--- src/rtl/vliw_pkg.sv ---
`default_nettype none
// ============================================================================
// Module      : vliw_pkg
// Description : Shared constants for the two-slot VLIW issue logic: register
//               index width, latency classes and the hardwired-zero register.
// Revision    : 1.0 - initial release
// ============================================================================
package vliw_pkg;

  localparam int REG_W   = 5;

  // Bubbles a dependent bundle needs behind each producer class
  localparam int LAT_ALU = 0;
  localparam int LAT_LD  = 1;
  localparam int LAT_MUL = 2;

  // r0 reads as zero and is never tracked
  localparam logic [REG_W-1:0] R0 = '0;

  function automatic logic is_tracked(input logic [REG_W-1:0] r);
    return r != R0;
  endfunction

endpackage
`default_nettype wire

--- src/rtl/reg_countdown.sv ---
`default_nettype none
// ============================================================================
// Module      : reg_countdown
// Description : Per-register countdown of cycles until an in-flight result
//               becomes forwardable. Load wins over decrement, flush wins over
//               everything; the count stops at zero.
// Revision    : 1.0 - initial release
// ============================================================================
module reg_countdown #(
  parameter int CW = 2
) (
  input  logic          clk,
  input  logic          rst,
  input  logic          load,
  input  logic [CW-1:0] load_val,
  input  logic          flush,
  output logic [CW-1:0] cnt
);

  logic [CW-1:0] r_cnt;

  // Flush clears, an issued write reloads, otherwise count down to zero
  always_ff @(posedge clk or posedge rst) begin
    if (rst) begin
      r_cnt <= '0;
    end else if (flush) begin
      r_cnt <= '0;
    end else if (load) begin
      r_cnt <= load_val;
    end else if (r_cnt != '0) begin
      r_cnt <= r_cnt - 1'b1;
    end
  end

  assign cnt = r_cnt;

endmodule
`default_nettype wire

--- src/rtl/issue_scoreboard.sv ---
`default_nettype none
// ============================================================================
// Module      : issue_scoreboard
// Description : Issue-stage interlock for the two-slot VLIW pipeline. Stalls a
//               decoding bundle whose sources are not yet forwardable or whose
//               destinations would become forwardable before an older write.
// Revision    : 1.0 - initial release
// ============================================================================
module issue_scoreboard
  import vliw_pkg::*;
#(
  parameter int NREG = 32,
  parameter int CW   = 2,
  parameter int SCW  = 16
) (
  input  logic             clk,
  input  logic             rst,
  input  logic             bnd_valid,
  input  logic [REG_W-1:0] rs1,
  input  logic [REG_W-1:0] rs2,
  input  logic [REG_W-1:0] rsc,
  input  logic [REG_W-1:0] rd0,
  input  logic [REG_W-1:0] rdc,
  input  logic             wr0,
  input  logic             wrc,
  input  logic [CW-1:0]    lat0,
  input  logic [CW-1:0]    latc,
  input  logic             flush,
  output logic             stall,
  output logic             issue,
  output logic             waw_err,
  output logic [SCW-1:0]   stall_cycles,
  output logic             busy_any
);

  logic [CW-1:0]  w_cnt [NREG];
  logic           w_raw;
  logic           w_waw;
  logic           w_stall;
  logic           w_issue;
  logic           r_waw_err;
  logic [SCW-1:0] r_stall_cycles;

  assign w_cnt[0] = '0;

  // One countdown per tracked register; slot c wins a same-bundle collision
  generate
    for (genvar r = 1; r < NREG; r++) begin : g_reg
      logic          w_hit0;
      logic          w_hitc;
      logic [CW-1:0] w_val;

      assign w_hit0 = wr0 && (rd0 == REG_W'(r));
      assign w_hitc = wrc && (rdc == REG_W'(r));
      assign w_val  = w_hitc ? latc : lat0;

      reg_countdown #(
        .CW (CW)
      ) u_cnt (
        .clk      (clk),
        .rst      (rst),
        .load     (w_issue && (w_hit0 || w_hitc)),
        .load_val (w_val),
        .flush    (flush),
        .cnt      (w_cnt[r])
      );
    end
  endgenerate

  // Hazard detection against the current countdowns; r0 never hazards
  always_comb begin
    w_raw = (is_tracked(rs1) && (w_cnt[rs1] != '0))
         || (is_tracked(rs2) && (w_cnt[rs2] != '0))
         || (is_tracked(rsc) && (w_cnt[rsc] != '0));
    w_waw = (wr0 && is_tracked(rd0) && (w_cnt[rd0] > lat0))
         || (wrc && is_tracked(rdc) && (w_cnt[rdc] > latc));
    w_stall = bnd_valid && !flush && (w_raw || w_waw);
    w_issue = bnd_valid && !w_stall;
  end

  // Any register still counting down
  always_comb begin
    busy_any = 1'b0;
    for (int r = 1; r < NREG; r++) begin
      busy_any = busy_any | (w_cnt[r] != '0);
    end
  end

  // Saturating count of stalled cycles
  always_ff @(posedge clk or posedge rst) begin
    if (rst) begin
      r_stall_cycles <= '0;
    end else if (w_stall && (r_stall_cycles != '1)) begin
      r_stall_cycles <= r_stall_cycles + 1'b1;
    end
  end

  // Sticky flag for an issued bundle writing one register from both slots;
  // a flushed bundle is already dead downstream and does not count
  always_ff @(posedge clk or posedge rst) begin
    if (rst) begin
      r_waw_err <= 1'b0;
    end else if (w_issue && !flush && wr0 && wrc && (rd0 == rdc) && is_tracked(rd0)) begin
      r_waw_err <= 1'b1;
    end
  end

  assign stall        = w_stall;
  assign issue        = w_issue;
  assign waw_err      = r_waw_err;
  assign stall_cycles = r_stall_cycles;

endmodule
`default_nettype wire

--- config.mk ---
export PLATFORM = sky130hd
export DESIGN_NAME = issue_scoreboard
export DESIGN_NICKNAME = d
export VERILOG_FILES = /design/src/rtl/vliw_pkg.sv /design/src/rtl/reg_countdown.sv /design/src/rtl/issue_scoreboard.sv
export SDC_FILE = /design/constraint.sdc
export NUM_CORES = 1
export LEC_CHECK = 0
export CAP_MARGIN = 40
export CORE_UTILIZATION = 65
export DETAILED_ROUTE_END_ITERATION = 8
export DONT_BUFFER_PORTS = 1
export PLACE_DENSITY = 0.81
export SYNTH_ARGS = -nofsm -noshare
export SYNTH_HDL_FRONTEND = slang
export SYNTH_HIERARCHICAL = 1
export SYNTH_SLANG_ARGS = --single-unit
--- constraint.sdc ---
create_clock -name clk -period 5.3 [get_ports clk]
set_input_delay 0.53 -clock clk [delete_from_list [all_inputs] [get_ports clk]]
set_output_delay 0.53 -clock clk [all_outputs]
set_load 0.01 [all_outputs]
Word-level counts from Yosys, hierarchy flattened
Index checks and enable logic that the tools add are counted.

Add/sub/neg operators: 32. Magnitude comparators: 7. Equal/unequal tests: 64. Muxes and demuxes: 139. Bitwise gates (word level): 35. Reductions and logical operators: 216.

Operator list (count): $mux W2 (134); $eq A5 B5 Y1 const B (32); $logic_and A1 B1 Y1 (109); $reduce_bool A3 Y1 (31); $eq A5 B4 Y1 const B (16); $reduce_bool A2 Y1 (34); $sub A2 B1 Y2 const B (31); $bmux W2 S5 (5); $eq A5 B3 Y1 const B (8); $logic_or A1 B1 Y1 (35); $ge A6 B6 Y1 const B (5); $not A5 Y6 (5); $or A1 B1 Y1 (30); $reduce_bool A5 Y1 (5); $eq A5 B2 Y1 const B (4); $add A16 B1 Y16 const B (1); $ne A16 B16 Y1 const B (1); $eq A5 B1 Y1 const B (2); $eq A5 B5 Y1 (1); $gt A2 B2 Y1 (2); $logic_not A1 Y1 (2).

Bits in registers: 79. Input bits: 35. Word-level logic and storage cells: 526.

Depth between registers and ports, before layout
Gate-level depths: netlist (run 1).

Depth after elaboration: 31. Mapped depth: 17. Mapped depth without buffers: 14.

Hierarchy
Netlist (run 1), hierarchy kept.

By module, submodules not included: issue_scoreboard (instances 1, cells an instance 552, area an instance 4381.7 µm², sequential area each 425.4 µm²); reg_countdown (instances 31, cells an instance 13, area an instance 135.1 µm², sequential area each 50.0 µm²).

Worst setup path after synthesis (run 1)
OpenSTA, ideal clock, no wires.

Kind: input to output. Start point: input rdc[0]. End point: output issue. Arrival: 4.530 ns. Path slack: 0.240 ns. Cell stages on the path: 14. Cells stage by stage: buf_4 -> buf_1 -> mux4_2 -> mux4_2 -> mux2_2 -> ha_1 -> nor2b_1 -> o2111ai_1 -> nand4_1 -> or4_1 -> nor4_4 -> o21ai_2 -> buf_2 -> inv_1.

Cells in the longest elaborated chain, start to end: 11.

RTL lines: start: declaration (line issue_scoreboard.sv:23) `input logic [REG_W-1:0] rdc,`; $not A5 Y6 (not written as such) (line issue_scoreboard.sv:76) `|| (wrc && is_tracked(rdc) && (w_cnt[rdc] > latc));`; $bmux W2 S5 (line issue_scoreboard.sv:76); $mux W2 (not written as such) (2 in series) (line issue_scoreboard.sv:76); $gt A2 B2 Y1 (line issue_scoreboard.sv:76); $logic_and A1 B1 Y1 * (line issue_scoreboard.sv:76); $logic_or A1 B1 Y1 * (line issue_scoreboard.sv:76); $logic_or A1 B1 Y1 * (line issue_scoreboard.sv:77) `w_stall = bnd_valid && !flush && (w_raw || w_waw);`; $logic_and A1 B1 Y1 * (line issue_scoreboard.sv:77); $logic_not A1 Y1 * (line issue_scoreboard.sv:78) `w_issue = bnd_valid && !w_stall;`; $logic_and A1 B1 Y1 * (line issue_scoreboard.sv:78); end: declaration (line issue_scoreboard.sv:30) `output logic issue,`.

Mark *: on every way between the ends. The rest lies on a longest branch, timed or not. The select of a mux whose other input is x is not followed.

Worst setup path in the final report (run 1)
Start point: register g_reg[18].u_cnt.r_cnt[1]. End point: output issue.

Cells in the longest elaborated chain, start to end: 11.

RTL lines: start: declaration (line reg_countdown.sv:20) `logic [CW-1:0] r_cnt;`; start signal: assignment (line reg_countdown.sv:29) `r_cnt <= load_val;`; start signal: assignment (line reg_countdown.sv:31) `r_cnt <= r_cnt - 1'b1;`; parallel branches: the longest is 7 deep, another holds $gt A2 B2 Y1; $logic_or A1 B1 Y1 * (line issue_scoreboard.sv:77); $logic_and A1 B1 Y1 * (line issue_scoreboard.sv:77); $logic_not A1 Y1 * (line issue_scoreboard.sv:78); $logic_and A1 B1 Y1 * (line issue_scoreboard.sv:78).

Mark *: on every way between the ends. The select of a mux whose other input is x is not followed.

==> results of run 1 <==
path summary, 6_finish.rpt:
kind | endpoint | cells past startpoint
worst max-delay path | issue | 11
worst min-delay path | g_reg[20].u_cnt/cnt[0] | 2
worst max register to register | g_reg[2].u_cnt/cnt[0] | 14
worst min register to register | waw_err | 1
max in group asynchronous | stall_cycles[8] | 1
min in group clk | g_reg[14].u_cnt/cnt[1] | 1
power by group through the flow:
stage | Sequential, W | Clock [W] | Combinational (W)
floorplan | 0.00102 | 0 | 0.00151
global placement | 0.00115 | 0 | 0.00173
detailed placement | 0.00116 | 0 | 0.00178
CTS | 0.00115 | 0.000657 | 0.00181
global route | 0.00119 | 0.000679 | 0.00201
finish | 0.00117 | 0.000643 | 0.00184
sequential cells by signal, summed over array words and instances (netlist names):
register,count
g.u_cnt/cnt,62
stall_cycles,16
waw_err,1
stage by stage:
step	hold WS, ns	cells	setup WS (ns)
final	0.104	1102	0.498
after global routing	0.101	1102	0.406
after CTS	0.0928	1102	0.528
after detailed placement	0.282	1085	0.663
after global placement	0.279	1084	0.820
after floorplan	0.271	955	0.240
metal layers:
layer	routed length [um]	share of wire, %	up-vias	GRT usage, %
li1	-	-	3395	-
met1	9360	39	3556	48.0
met2	10400	44	502	56.4
met3	3280	14	72	11.4
met4	786	3.3	0	16.5
met5	0	0	-	0
critical path: stages, from the launching register on:
cell and delay [ns]:
dfrtp_1 0.49, mux4_2 0.52, mux4_2 0.49, mux2_2 0.29, ha_1 0.28, nor2b_1 0.14, o2111ai_1 0.22, nand4_1 0.13
or4_1 0.60, nor4_4 0.35, o21ai_4 0.23, inv_1 0.17
Yosys cell counts, drive strengths merged (26+ instances only):
library cell,count,share of area [%]
nand3b,66,5.8
nor2b,39,2.8
xor2,45,4.6
nor3,26,1.5
and2b,31,2.7
a21oi,45,3.1
ha,36,5.3
o41ai,31,5.9
o31ai,32,2.8
mux4,51,13
o21ai,38,2.3
clkbuf,28,1.2
nor2,81,3.6
mux2,39,5.1
nand2,72,3.2
inv,98,4.3
dfrtp,79,23
cell type report:
cell class | count | area share [%]
Clock buffer | 9 | 2.51
Clock inverter | 7 | 0.894
Inverter | 98 | 4.11
Multi-Input combinational cell | 732 | 67.5
Sequential cell | 79 | 22.1
Tap cell | 172 | 2.40
Timing Repair Buffer | 5 | 0.559
cells by family after synthesis:
logic type,Yosys count
simple gates,388
compound gates,166
buf+inv,144
mux,93
flops,79
xor+xnor,49
fa+ha+maj,36
==> results.json, run 1 <==
{
  "status": "complete, no violations",
  "layout.nets": 996,
  "port_buffers": 0,
  "crit_type": "flip-flop to output pin",
  "viasPerCell": 6.83,
  "drive_above_1_share_pct": 16.7,
  "hpwl_um": 16800,
  "ctsResizeCount": 0,
  "synth-seq-area-share_pct": 23.1,
  "wl_per_cell_um": 21.6,
  "coreArea_um2": 12700,
  "synth_compound_area_share_pct": 16.1,
  "utilization_pct": 70.4,
  "hp-class": "input port to asynchronous set/reset pin",
  "vias": 7525,
  "cp_max_fo": 21,
  "syn_area_um2": 8570,
  "dieArea_um2": 13600,
  "p_int_w": 0.00211,
  "arrival_ns": 4.27,
  "max_freq_ghz": 0.208,
  "muxShareOfSynthArea_pct": 18.9,
  "syn_inst": 955,
  "irDropWorstVdd_uv": 224,
  "yosys.cell_types.count": 50,
  "grt-ovfl-total": 0,
  "cts_root_buffer": "clkbuf_16",
  "maxSlewHeadroom_pct": 54.8,
  "clk_latency_ns": 0.36,
  "first_global_vias": 7348,
  "layout_commonest_cell": "inv_1",
  "cp-start-kind": "flip-flop",
  "cts_tree": "yes",
  "fin_crit_ns": 4.80,
  "hold_viol_final": 0,
  "setup-tns-final_ns": 0,
  "row_count": 41,
  "antenna_found_initial": 0,
  "drv_cap": 0,
  "pwr-share-seq_pct": 32.1,
  "synth_fa_ha_area_share_pct": 5.26,
  "syn_to_final_growth_pct": 4.55,
  "multi_input_area_um2": 6050,
  "final_cell_mix": "98 x inv_1, 80 x nor2_1, 79 x dfrtp_1",
  "power_switching_w": 0.00155,
  "htreeDepth": 3,
  "cts_setup_buffers": 0,
  "drtIter0Drc": 1051,
  "power_frac_comb_pct": 50.3,
  "drcViolationCount": 0,
  "placed_area_um2": 8640,
  "synth_area_per_cell_um2": 8.97,
  "pwr-share-clk_pct": 17.6,
  "ant_nets": 0,
  "ys_ff_latch": 79,
  "synth_top_family_by_area": "simple AND/OR/NAND/NOR gates",
  "diodes": 0,
  "io_pins": 55,
  "worstMarginPinSlew_ns": 0.677,
  "p_sw_share_pct": 42.3,
  "die_w_um": 117,
  "initial_core_util_pct": 67.4,
  "regToRegSetupSlack_ns": 0.62,
  "die_h_um": 117,
  "syn_nets": 1026,
  "place_congestion": 0.978,
  "track_usage_pct": 36.8,
  "crit_path_end_kind": "output pin",
  "final_area_um2": 8960,
  "ctsHoldBuffers": 1,
  "wl_um": 23800,
  "grt_pass1_wl_um": 37700,
  "fin_total_pwr_w": 0.00365,
  "rr_startpoint": "g_reg[18].u_cnt/cnt[1]",
  "drv_slew": 0,
  "required_ns": 4.77,
  "cts_made_buffers": 9,
  "rsz0062_at_grt": "no",
  "finalSetupViolCount": 0,
  "fin_crit_sh_pct": 90.6,
  "synthFlopType": "dfrtp_1",
  "ys.warnings.count": 6,
  "first_pass_iters": 5,
  "clock_path_buffers": 2,
  "clock-sinks": 79,
  "fillerInstances": 1000,
  "grt_max_degree": 129,
  "clk_pin_slew_ns": 0.07,
  "async_flop_share_pct": 100,
  "final-seq-area_um2": 1980,
  "p_leak_nw": 3.66,
  "startpoint": "g_reg[18].u_cnt/cnt[1]",
  "synth_xor_area_share_pct": 5.01,
  "clock-skew-final_ns": 0.0120,
  "synth-simple-area-share_pct": 25.2,
  "synth-edff-count": 0,
  "p_per_area_nw_per_um2": 408
}
Note: power is estimated with default switching activity, not from simulation.
==> run 2, diff against run 1 <==
--- a/config.mk
+++ b/config.mk
@@ -7,6 +7,7 @@
 export LEC_CHECK = 0
 export CAP_MARGIN = 40
 export CORE_UTILIZATION = 65
+export CTS_CLUSTER_SIZE = 28
 export DETAILED_ROUTE_END_ITERATION = 8
 export DONT_BUFFER_PORTS = 1
 export PLACE_DENSITY = 0.81
@@ -14,3 +15,4 @@
 export SYNTH_HDL_FRONTEND = slang
 export SYNTH_HIERARCHICAL = 1
 export SYNTH_SLANG_ARGS = --single-unit
+export TNS_END_PERCENT = 20
==> constraint.sdc (replaced) <==
create_clock -name clk -period 5.3 [get_ports clk]
set_input_delay 1.06 -clock clk [delete_from_list [all_inputs] [get_ports clk]]
set_output_delay 1.06 -clock clk [all_outputs]
set_load 0.01 [all_outputs]
==> results.json, run 2 (synthesized netlist as in run 1, its figures left out) <==
{
  "utilization_pct": 70.6,
  "met3_length_um": 3270,
  "clk_pin_slew_ns": 0.06,
  "wl_per_cell_um": 22.2,
  "max_freq_ghz": 0.196,
  "viasPerCell": 7.02,
  "coreArea_um2": 12700,
  "drv_cap": 0,
  "hold_viol_final": 0,
  "path_delay_family": "multiplexers",
  "highest_layer": "met4",
  "rsz0062_at_grt": "no",
  "syn_to_final_growth_pct": 4.85,
  "fillerInstances": 1034,
  "largest_reg_flops": 62,
  "htreeDepth": 3,
  "io_pins": 55,
  "whs_ns": 0.438,
  "finalSetupViolCount": 0,
  "die_w_um": 117,
  "drcViolationCount": 0,
  "max_stage_delay_ns": 0.51,
  "wl_um": 24500,
  "multi_input_area_um2": 6070,
  "p_per_area_nw_per_um2": 416,
  "layout_commonest_cell": "inv_1",
  "crit_path_end_kind": "output pin",
  "ctsHoldBuffers": 0,
  "grt_max_degree": 129,
  "clock_path_buffers": 2,
  "cpMaxStageDelayCell": "or4_4",
  "drv_slew": 0,
  "dr_wl_met2_um": 10600,
  "cts_made_buffers": 9,
  "ctsResizeCount": 0,
  "cp_max_fo": 22,
  "fin_crit_ns": 5.11,
  "hpwl_um": 17200,
  "arrival_ns": 4.05,
  "clk_latency_ns": 0.36,
  "grt_pass1_wl_um": 38400,
  "drive_above_1_share_pct": 16.9,
  "clock-sinks": 79,
  "hp-class": "input port to asynchronous set/reset pin",
  "diodes": 0,
  "first_global_vias": 7502,
  "dieArea_um2": 13600,
  "cts_setup_buffers": 0,
  "status": "complete, no violations",
  "maxSlewHeadroom_pct": 36.4,
  "cts_root_buffer": "clkbuf_16",
  "row_count": 41,
  "met1_length_um": 9380,
  "post-place-ws_ns": 0.189,
  "required_ns": 4.24,
  "die_h_um": 117,
  "layout.nets": 995,
  "place_congestion": 0.992,
  "antenna_found_initial": 0,
  "setup-tns-final_ns": 0,
  "worst-path-buf-inv": 1,
  "port_buffers": 0,
  "crit_type": "input port to output pin",
  "grt-ovfl-total": 0,
  "cp-start-kind": "input port",
  "track_usage_pct": 37.7,
  "p_leak_nw": 3.66,
  "fin_crit_sh_pct": 96.4,
  "ant_nets": 0,
  "initial_core_util_pct": 67.4,
  "vias": 7734,
  "drtIter0Drc": 1159,
  "irDropWorstVdd_uv": 271,
  "cts_tree": "yes",
  "first_pass_iters": 6,
  "worstMarginPinSlew_ns": 0.952,
  "final_cell_mix": "97 x inv_1, 80 x nor2_1, 79 x dfrtp_1",
  "final-seq-area_um2": 1980,
  "fin_ws_ns": 0.189,
  "clock-skew-final_ns": 0.00837,
  "path_cells": "mux4_2 -> mux4_2 -> mux2_2 -> ha_1 -> nor2b_1 -> o2111ai_1 -> nand4_1 -> or4_4 -> nor4_4 -> o21ai_4 -> inv_4",
  "critPathMostFrequentCell": "mux4_2"
}
-- run 2: cell types whose count changed in the layout (fill, tap and decap cells not counted), sizes merged --
cell	delta
inv	+1
buf	-1
clkinvlp	-1
bufinv	+1
clkinv	-1
-- run 2: path summary, 6_finish.rpt --
path / start / to / slack (ns) / depth (start not counted)
worst max-delay path: rd0[0] / issue / 0.19 / 11
worst min-delay path: rst / g_reg[3].u_cnt/cnt[1] / 0.44 / 1
max in group asynchronous: rst / stall_cycles[8] / 4.22 / 1
min in group clk: waw_err / waw_err / 0.55 / 1
worst max register to register: g_reg[18].u_cnt/cnt[1] / g_reg[16].u_cnt/cnt[0] / 0.82 / 14
worst min register to register: waw_err / waw_err / 0.55 / 1
-- run 2: area by class of cell --
type | instances | area share [%]
timing repair buffer | 4 | 0.334
inverter | 98 | 4.12
clock buffer | 9 | 2.51
clock inverter | 7 | 1.14
tap | 172 | 2.39
multi-input combinational | 732 | 67.5
sequential | 79 | 22.0
-- run 2: through the flow --
stage          area (um^2)  std cells  power [W]
2_1_floorplan         8640        955    0.00254
3_5_place_dp          8660       1085    0.00298
6_report              8990       1101    0.00374
4_1_cts               8990       1101    0.00369
5_1_grt               8990       1101    0.00396
3_3_place_gp          8660       1085    0.00288
-- run 2: layer usage --
metal  track usage [%]  vias up
li1                  -     3393
met1              47.7     3665
met2              56.0      552
met3              12.7      124
met4              22.4        0
met5                 0        -
-- run 2: worst register-to-register path, delay by kind of cell, from the launching register on --
| family | cells | cell delay (ns) |
|---|---|---|
| compound gates | 4 | 0.86 |
| fa+ha+maj | 1 | 0.28 |
| buf+inv | 1 | 0.28 |
| flops | 1 | 0.52 |
| mux | 3 | 1.25 |
| simple gates | 5 | 1.21 |
-- run 2: report_power, final --
group | internal, W | switching, W | total [W]
Combinational | 0.000946 | 0.000903 | 0.00185
Sequential | 0.000798 | 0.000397 | 0.00120
Clock | 0.000418 | 0.000279 | 0.000697
==> run 3, diff against run 2 <==
--- a/config.mk
+++ b/config.mk
@@ -6,10 +6,12 @@
 export NUM_CORES = 1
 export LEC_CHECK = 0
 export CAP_MARGIN = 40
+export CORE_ASPECT_RATIO = 1.75
 export CORE_UTILIZATION = 65
 export CTS_CLUSTER_SIZE = 28
 export DETAILED_ROUTE_END_ITERATION = 8
 export DONT_BUFFER_PORTS = 1
+export MAX_ROUTING_LAYER = met4
 export PLACE_DENSITY = 0.81
 export SYNTH_ARGS = -nofsm -noshare
 export SYNTH_HDL_FRONTEND = slang
==> results.json, run 3 (synthesized netlist as in run 1, its figures left out) <==
{
  "p_per_area_nw_per_um2": 418,
  "power_frac_comb_pct": 48.5,
  "setup-tns-final_ns": 0,
  "grt-ovfl-total": 0,
  "die_h_um": 154,
  "cts_tree": "yes",
  "irDropWorstVdd_uv": 230,
  "clock-skew-final_ns": 0.00694,
  "cts_root_buffer": "clkbuf_16",
  "placed_area_um2": 8670,
  "initial_core_util_pct": 66.6,
  "drcViolationCount": 0,
  "fin_crit_ns": 5.08,
  "layout_commonest_cell": "inv_1",
  "critPathMostFrequentCell": "mux4_2",
  "path_cells": "mux4_2 -> mux4_2 -> mux2_2 -> ha_1 -> nor2b_1 -> o2111ai_1 -> nand4_1 -> or4_4 -> nor4_4 -> buf_4 -> nor2_1",
  "ant_nets": 0,
  "pwr-share-clk_pct": 19.7,
  "fin_total_pwr_w": 0.00378,
  "maxSlewHeadroom_pct": 42.8,
  "power_switching_w": 0.00156,
  "global_route.usage.met1_pct": 41.4,
  "port_buffers": 0,
  "drv_slew": 0,
  "wl_um": 25600,
  "clock-sinks": 79,
  "first_pass_iters": 7,
  "coreArea_um2": 12900,
  "wl_per_cell_um": 23.2,
  "grtUsageMet3_pct": 11.4,
  "fillerInstances": 997,
  "viasPerCell": 7.16,
  "top_usage_layer": "met2",
  "row_count": 55,
  "fin_ws_ns": 0.222,
  "status": "complete, no violations",
  "ctsHoldBuffers": 0,
  "track_usage_pct": 39.8,
  "die_w_um": 88.8,
  "grt_pass1_wl_um": 39800,
  "cp-start-kind": "input port",
  "clock_path_buffers": 2,
  "stdcell_count": 1103,
  "diodes": 0,
  "hp-class": "input port to asynchronous set/reset pin",
  "worstMarginPinSlew_ns": 0.852,
  "post-place-ws_ns": 0.231,
  "io_pins": 55,
  "hold_viol_final": 0,
  "clk_latency_ns": 0.35,
  "cpMaxStageDelayCell": "or4_4",
  "p_int_w": 0.00222,
  "final_area_um2": 9020,
  "crit_path_end_kind": "output pin",
  "drtIter0Drc": 849,
  "clk_pin_slew_ns": 0.07,
  "syn_to_final_growth_pct": 5.30,
  "crit_type": "input port to output pin",
  "cp_max_fo": 22,
  "htreeDepth": 3,
  "max_stage_delay_ns": 0.51,
  "cts_made_buffers": 9,
  "max_freq_ghz": 0.197,
  "finalSetupViolCount": 0,
  "dieArea_um2": 13700,
  "place_congestion": 0.967,
  "ctsResizeCount": 0,
  "cp.depth": 11,
  "arrival_ns": 4.02,
  "final_cell_mix": "97 x inv_1, 80 x nor2_1, 79 x dfrtp_1",
  "grt_max_degree": 129,
  "drive_above_1_share_pct": 17.1,
  "layout.nets": 998,
  "largest_reg_flops": 62,
  "reg2reg_depth": 14,
  "fin_crit_sh_pct": 95.8,
  "p_leak_nw": 3.68,
  "hpwl_um": 18000,
  "path_delay_family": "multiplexers",
  "required_ns": 4.24,
  "antenna_found_initial": 0,
  "cts_setup_buffers": 0,
  "pwr-share-seq_pct": 31.7,
  "vias": 7901,
  "grt_util_met2_pct": 63.7,
  "rsz0062_at_grt": "no",
  "worst-path-buf-inv": 1,
  "first_global_vias": 7815,
  "drv_cap": 0,
  "p_sw_share_pct": 41.2,
  "placedCellCount": 1086
}
## run 3: cell count changes in the layout (fill, tap and decap cells not counted)
cell / before / now
buf_4: 4 / 6
inv_6: 3 / 0
clkbuf_1: 0 / 1
clkbuf_2: 0 / 1
bufinv_16: 2 / 3
clkbuf_8: 0 / 1
clkinv_4: 1 / 0
clkinvlp_4: 1 / 2
## run 3: area by class of cell
class	count	area [um^2]	area share, %
multi-input cells	732	6070	67.2
inverters	98	370	4.10
well taps	171	214	2.37
flip-flops and latches	79	1980	21.9
clock buffers	11	243	2.69
clock inverters	5	105	1.16
repair buffers	7	50.0	0.555
## run 3: per-stage QoR
stage	utilization (%)	hold slack, ns
6_report	70.1	0.449
2_1_floorplan	-	0.504
5_1_grt	70.1	0.441
4_1_cts	70.1	0.441
3_3_place_gp	67.3	0.530
3_5_place_dp	67.4	0.532
## run 3: final timing paths
kind                                        start                      to  slack (ns)
max in group asynchronous                     rst         stall_cycles[5]        4.15
min in group clk                          waw_err                 waw_err        0.55
setup reg to reg           g_reg[31].u_cnt/cnt[1]   g_reg[2].u_cnt/cnt[1]        0.89
setup / recovery                           rd0[0]                   stall        0.22
hold reg to reg                           waw_err                 waw_err        0.55
hold / removal                                rst  g_reg[10].u_cnt/cnt[1]        0.45
## run 3: power by group through the flow
stage | registers (W) | clock network (W) | logic, W
2_1_floorplan | 0.00102 | 0 | 0.00152
5_1_grt | 0.00120 | 0.000767 | 0.00201
6_report | 0.00120 | 0.000746 | 0.00183
4_1_cts | 0.00117 | 0.000746 | 0.00181
3_5_place_dp | 0.00118 | 0 | 0.00179
3_3_place_gp | 0.00117 | 0 | 0.00171
## run 3: metal layers
metal / share of wire (%) / up-vias / routed length, um
met4: 7.2 / 0 / 1850
met3: 11 / 175 / 2810
met1: 33 / 3772 / 8330
li1: - / 3401 / -
met2: 49 / 553 / 12600
met5: 0 / - / 0
